[config.mk]
export PLATFORM = sky130hd
export DESIGN_NAME = bisonn_mac_requester
export DESIGN_NICKNAME = d
export VERILOG_FILES = /design/src/rtl/bisonn_mac_requester.sv
export SDC_FILE = /design/constraint.sdc
export NUM_CORES = 1
export LEC_CHECK = 0
export ABC_CLOCK_PERIOD_IN_PS = 9000
export BUFFER_PORTS_ARGS = -buffer_cell sky130_fd_sc_hd__buf_4
export CORE_AREA = 4 4 157 159
export DETAILED_ROUTE_END_ITERATION = 8
export DIE_AREA = 0 0 161 163
export PLACE_DENSITY = 0.86
export SLEW_MARGIN = 25
export SYNTH_ARGS = -nofsm -noshare
export SYNTH_HDL_FRONTEND = slang
export SYNTH_SLANG_ARGS = --single-unit
[constraint.sdc]
create_clock -name clk_i -period 9 [get_ports clk_i]
set_input_delay 2.25 -clock clk_i [delete_from_list [all_inputs] [get_ports clk_i]]
set_output_delay 2.25 -clock clk_i [all_outputs]
set_load 0.005 [all_outputs]
[src/rtl/bisonn_mac_requester.sv]
// Dot-product initiator for the multiplier side port: issues operand pairs while
// the scalar MUL is idle, accumulates fixed-latency results and hands back the sum.
module bisonn_mac_requester #(
  parameter int LEN_W   = 16,
  parameter int MUL_LAT = 2
) (
  input  logic             clk_i,
  input  logic             rstn_i,
  input  logic             start_i,
  input  logic [LEN_W-1:0] len_i,
  output logic             busy_o,
  input  logic             flush_i,
  input  logic             op_valid_i,
  input  logic [63:0]      op_a_i,
  input  logic [63:0]      op_b_i,
  output logic             op_ready_o,
  input  logic             mul_free_i,
  output logic             bisonn_valid_o,
  output logic [63:0]      bisonn_rs1_o,
  output logic [63:0]      bisonn_rs2_o,
  input  logic             bisonn_valid_i,
  input  logic [63:0]      bisonn_rd_i,
  output logic             acc_valid_o,
  output logic [63:0]      acc_o,
  input  logic             acc_ready_i
);

  if (MUL_LAT < 1) begin : g_bad_lat
    $error("MUL_LAT must be at least 1");
  end

  typedef enum logic [2:0] {IDLE, RUN, DRAIN, DONE, FLUSH} state_t;

  localparam logic [LEN_W:0] ONE = {{LEN_W{1'b0}}, 1'b1};

  state_t           state_q, state_d;
  logic [LEN_W-1:0] len_q, len_d;
  logic [LEN_W:0]   issued_q, issued_d, returned_q, returned_d, len_ext;
  logic [63:0]      acc_q, acc_d;
  logic             fire;

  assign len_ext = {1'b0, len_q};
  assign fire    = (state_q == RUN) & op_valid_i & mul_free_i & (issued_q < len_ext) & ~flush_i;

  assign op_ready_o     = fire;
  assign bisonn_valid_o = fire;
  assign bisonn_rs1_o   = fire ? op_a_i : '0;
  assign bisonn_rs2_o   = fire ? op_b_i : '0;

  assign busy_o      = (state_q != IDLE);
  assign acc_valid_o = (state_q == DONE);
  assign acc_o       = acc_q;

  always_comb begin
    state_d    = state_q;
    len_d      = len_q;
    issued_d   = issued_q;
    returned_d = returned_q;
    acc_d      = acc_q;
    unique case (state_q)
      IDLE: begin
        if (!flush_i && start_i) begin
          len_d      = len_i;
          acc_d      = '0;
          issued_d   = '0;
          returned_d = '0;
          state_d    = (len_i == '0) ? DONE : RUN;
        end
      end
      RUN, DRAIN: begin
        if (bisonn_valid_i) returned_d = returned_q + ONE;
        if (flush_i) begin
          // A result landing in the flush cycle is retired but never summed.
          state_d = (issued_q == returned_d) ? IDLE : FLUSH;
        end else begin
          if (fire) issued_d = issued_q + ONE;
          if (bisonn_valid_i) acc_d = acc_q + bisonn_rd_i;
          if (returned_d == len_ext)    state_d = DONE;
          else if (issued_d == len_ext) state_d = DRAIN;
        end
      end
      DONE: begin
        if (acc_ready_i || flush_i) state_d = IDLE;
      end
      FLUSH: begin
        // Side-port pipe cannot be cancelled; swallow what is still in flight.
        if (bisonn_valid_i) returned_d = returned_q + ONE;
        if (returned_d == issued_q) state_d = IDLE;
      end
      default: state_d = IDLE;
    endcase
  end

  always_ff @(posedge clk_i or negedge rstn_i) begin
    if (!rstn_i) begin
      state_q    <= IDLE;
      len_q      <= '0;
      issued_q   <= '0;
      returned_q <= '0;
      acc_q      <= '0;
    end else begin
      state_q    <= state_d;
      len_q      <= len_d;
      issued_q   <= issued_d;
      returned_q <= returned_d;
      acc_q      <= acc_d;
    end
  end

endmodule

* Word-level counts from Yosys, hierarchy flattened
Cells that the tools add are included.
** Word-level totals
- Register bits :: 117
** Cells by class
- $add $sub $neg :: 3
- Order comparisons :: 1
- Equality and inequality tests :: 14
- Multiplexer cells :: 25
- Bitwise gates (word level) :: 5
- Reductions and logical operators :: 14
** Operator list (number)
- two-way mux 64 bit :: 5
- two-way mux 17 bit :: 8
- one-hot mux 64 bit (2 select lines) :: 1
- adder 64 bit :: 1
- one-hot mux 17 bit (3 select lines) :: 1
- adder 17 x 1 -> 17 bit (second input constant) :: 2
- equality test 17 x 16 -> 1 bit :: 2
- equality test 17 bit :: 2
- one-hot mux 17 bit (2 select lines) :: 1
- two-way mux 3 bit :: 7
- < comparator 17 x 16 -> 1 bit :: 1
- logical NOT 16 bit :: 1
- one-hot mux 3 bit (4 select lines) :: 1
- inequality test 2 bit (second input constant) :: 4
- AND reduction 4 bit :: 2
- equality test 3 x 2 -> 1 bit (second input constant) :: 2
- nonzero test 3 bit :: 2
- bitwise AND 1 bit :: 4
- inequality test 4 bit (second input constant) :: 1
- AND reduction 2 bit :: 2
- equality test 3 x 1 -> 1 bit (second input constant) :: 1
- equality test 3 bit (second input constant) :: 1
- logical NOT 3 bit :: 1
- AND reduction 3 bit :: 1
- 8 further kinds :: 8

* Depth between registers and ports, before layout
- Depth in word-level cells :: 13
- Gate-level depth with buffers :: 14
- Depth with buffers taken out :: 13

* Worst setup path before layout
OpenSTA, ideal clock, no wires.
- Kind :: input port to output port
- From :: input port flush_i
- To :: output port bisonn_rs2_o[45]
- Data arrival time :: 3.792 ns
- Setup slack :: 2.958 ns
- Stages on the path :: 9
- Path buffers :: 3
- Cells stage by stage :: nor2_1 -> and4_1 -> and3_1 -> nand3_4 -> inv_4 -> buf_6 -> clkbuf_1 -> clkbuf_1 -> and2_1
** Between the ends
- Longest elaborated chain between the ends :: 3
** Ends and longest elaborated chain
- start: declaration :: RTL line 12 : input logic flush_i,
- NOT 1 bit :: RTL line 43 : assign fire = (state_q == RUN) & op_valid_i & mul_free_i & (issued_q < len_ext) & ~flush_i;
- bitwise AND 1 bit :: RTL line 43
- two-way mux 64 bit :: RTL line 48 : assign bisonn_rs2_o = fire ? op_b_i : '0;
- end: declaration :: RTL line 20 : output logic [63:0] bisonn_rs2_o,
Every way passes these cells.

* Worst setup path after layout
- From :: input port mul_free_i
- To :: output port bisonn_rs1_o[9]
** Between the ends
- Longest elaborated chain between the ends :: 4
** Ends and longest elaborated chain
- start: declaration :: RTL line 17 : input logic mul_free_i,
- bitwise AND 1 bit (3 in a row) :: RTL line 43
- two-way mux 64 bit :: RTL line 47 : assign bisonn_rs1_o = fire ? op_a_i : '0;
- end: declaration :: RTL line 19 : output logic [63:0] bisonn_rs1_o,
Every way passes these cells.

==> impl_metrics.csv <==
group,metric,value,unit
final_layout,final_cell_mix,"buf_4 (416), nand2_1 (167), and2_1 (137), o21ai_0 (123), dfrtp_1 (117)",
power,clockPowerShare,47.0,%
cts,htreeDepth,4,
sta,fmax,152,MHz
global_route,grt_pass1_vias,12000,
yosys,syn_area,11300,um^2
cts,cts-root-buf,"clkbuf_16",
final_layout,instances_no_fill,2114,
power,power_frac_comb,16.4,%
final_layout,drive_gt1_share,27.2,%
final_layout,utilization,64.8,%
sta,holdWs,0.514,ns
job,max_cap_viol_count,0,
cts,cts_tree,"done",
setup_path,crit_type,"in -> out",
routing,dr_wl_met2,20800,um
sta,grt_setup_unrepaired,"no",
final_layout,layout.nets,2076,
cts,clock_path_buffers,2,
sta,period_share,73.2,%
global_route,grt_pass1_wl,68300,um
die,die_y,163,um
setup_path,crit_path_start_kind,"primary input",
placement,port_buffers,411,
routing,drc,0,
power,ir_worst_vdd,0.108,mV
die,rows,56,
power,power.share.sequential,36.6,%
die,placeableCoreArea,23300,um^2
sta,min_period,6.59,ns
setup_path,cp-end-kind,"primary output",
placement,dpl.hpwl,36200,um
hold_path,holdPathStages,2,
routing,drtIter0Drc,1020,
placement,dp_cells,2079,
cts,clk_latency,0.43,ns
placement,routabilityCongestion,0.984,
setup_path,cp.arrival,4.34,ns
sta,finalMaxSlewViolations,0,
yosys,syn_avg_cell_area,7.88,um^2
setup_path,r2r_cells,12,
power,internal_power,1110,uW
routing,wl_met1,17500,um
cts,numCtsBuffers,17,
power,sw_frac_of_total,27.0,%
yosys,synth-edff-count,0,
power,powerDensity,101,nW/um^2
global_route,antenna_found_initial,6,
setup_path,r2r_slack,5.05,ns
sta,worstMarginPinSlew,0.889,ns
final_layout,syn_to_final_growth,33.6,%
routing,drt-total-wl,45400,um
cts,clkTransAtPathRegs,0.06,ns
sta,tns,0,ns
yosys,ys_seq_area_share,26.0,%
yosys,synthArstFlopShare,100,%
routing,wire_per_inst,21.5,um
die,initial_core_util,48.5,%
die,ioPinCount,412,
cts,clkSinkCount,117,
run_status,status,"complete, no violations",
routing,ant_nets,0,
sta,skew,0.0128,ns
global_route,grt_usage,33.2,%
die,die_area,26200,um^2
yosys,synth_flop_cell,"dfrtp_1",
final_layout,final_common_cell,"buf_4",
routing,dr.pass1.iters,5,
yosys,ys_ff_latch,117,
sta,finalWorstSetupSlack,2.41,ns
routing,via_count,12400,
yosys,syn-num-nets,1729,
cts,postCtsHoldBufs,0,
routing,via_per_inst,5.86,
placement,pre_cts_slack,2.27,ns
power,leakage,0.00755,uW
setup_path,cp.required,6.75,ns
power,switching_power,411,uW
global_route,grt_max_degree,149,
setup_path,crit_fanout,148,
hold_path,worstHoldPathType,"reg -> reg",
yosys,synth_top_area_cell,"dfrtp_1",
yosys,syn-instance-count,1432,
routing,highest_layer,"met5",
yosys,yosysUniqueCellTypes,79,
sta,setup_viol,0,
cts,post-cts-setup-buffers,0,
sta,final-hold-violation-count,0,
sta,maxSlewHeadroom,40.5,%
yosys,synthTopCellsByArea,"dfrtp_1 (26%), ha_1 (8.9%), and2_1 (7.6%)",
routing,wl_met3,4340,um
yosys,yosys_warnings,0,
global_route,grt_overflow,0,
die,die_width,161,um
yosys,yosysTopAreaCellShare,26.0,%
cts,cts_resized,0,
==> worst paths after layout <==
| path | startpoint | to |
|---|---|---|
| worst min register to register | acc_o[17] | acc_o[17] |
| worst min-delay path | acc_o[17] | acc_o[17] |
| max in group asynchronous | rstn_i | acc_o[34] |
| worst max-delay path | mul_free_i | bisonn_rs1_o[9] |
| worst max register to register | issued_q[2] | state_q[0] |
| min in group asynchronous | rstn_i | acc_o[1] |
==> power groups by stage <==
stage / registers [uW] / logic, uW / clock network [uW]
after floorplan: 558 / 123 / 0
after global placement: 563 / 242 / 0
after detailed placement: 565 / 245 / 0
after CTS: 555 / 248 / 723
after global routing: 558 / 270 / 749
final: 556 / 250 / 715
==> through the flow <==
stage	instance area, um^2	total power (uW)
2_1_floorplan	11300	681
3_3_place_gp	14400	805
3_5_place_dp	14500	810
4_1_cts	15100	1530
5_1_grt	15100	1580
6_report	15100	1520
==> Yosys cell counts, drive strengths merged, types with 6 or more instances <==
library cell	count
clkbuf	77
nand3	44
buf	11
ha	80
nor4	8
a31oi	20
a211oi	10
and4	7
or4	7
and3	19
nor2	76
inv	36
xnor2	61
nor2b	10
o21ai	125
nand2	169
o21bai	16
nor3	23
mux2	17
a21oi	98
o21a	6
or2	9
dfrtp	117
a221oi	6
o31ai	12
nor3b	8
nand2b	10
a21o	41
xor2	52
and2	139
o31a	7
nand4	30
==> flip-flops by register name, indices dropped and copies added, names as in the netlist <==
register / count
state_q: 3
returned_q: 17
len_q: 16
acc_o: 64
issued_q: 17
==> metal layers <==
metal,global-route usage (%),up-vias
met4,18.0,4
met1,39.8,5831
met5,0,-
met3,10.7,117
li1,-,5824
met2,53.2,605
==> cell families (layout without fill, tap and decap cells) <==
family | after synthesis | in the layout | synth area share [%]
other | 0 | 3 | 0
XOR/XNOR | 116 | 116 | 9.38
AND/OR/NAND/NOR | 572 | 572 | 26.6
adder cells (fa/ha/maj) | 81 | 81 | 9.05
buffers and inverters | 124 | 484 | 4.40
AO/OA/AOI/OAI | 400 | 400 | 22.5
flip-flops | 117 | 117 | 26.0
multiplexers | 22 | 22 | 2.14
==> critical path, stage by stage <==
cell     delay [ns]
buf_4          0.08
nand2_1        0.08
nor3_1         0.20
and4_1         0.28
and3_1         0.28
nand3_4        0.17
inv_6          0.55
and2_1         0.24
buf_4          0.12
==> final cells by class <==
cell class | count | area [um^2]
Antenna cell | 3 | 7.51
Clock buffer | 21 | 460
Clock inverter | 11 | 150
Fill cell | 2017 | 8190
Inverter | 36 | 140
Multi-Input combinational cell | 1191 | 7860
Sequential cell | 117 | 2930
Tap cell | 319 | 399
Timing Repair Buffer | 416 | 3120
Note: power is estimated with default switching activity, not from simulation.
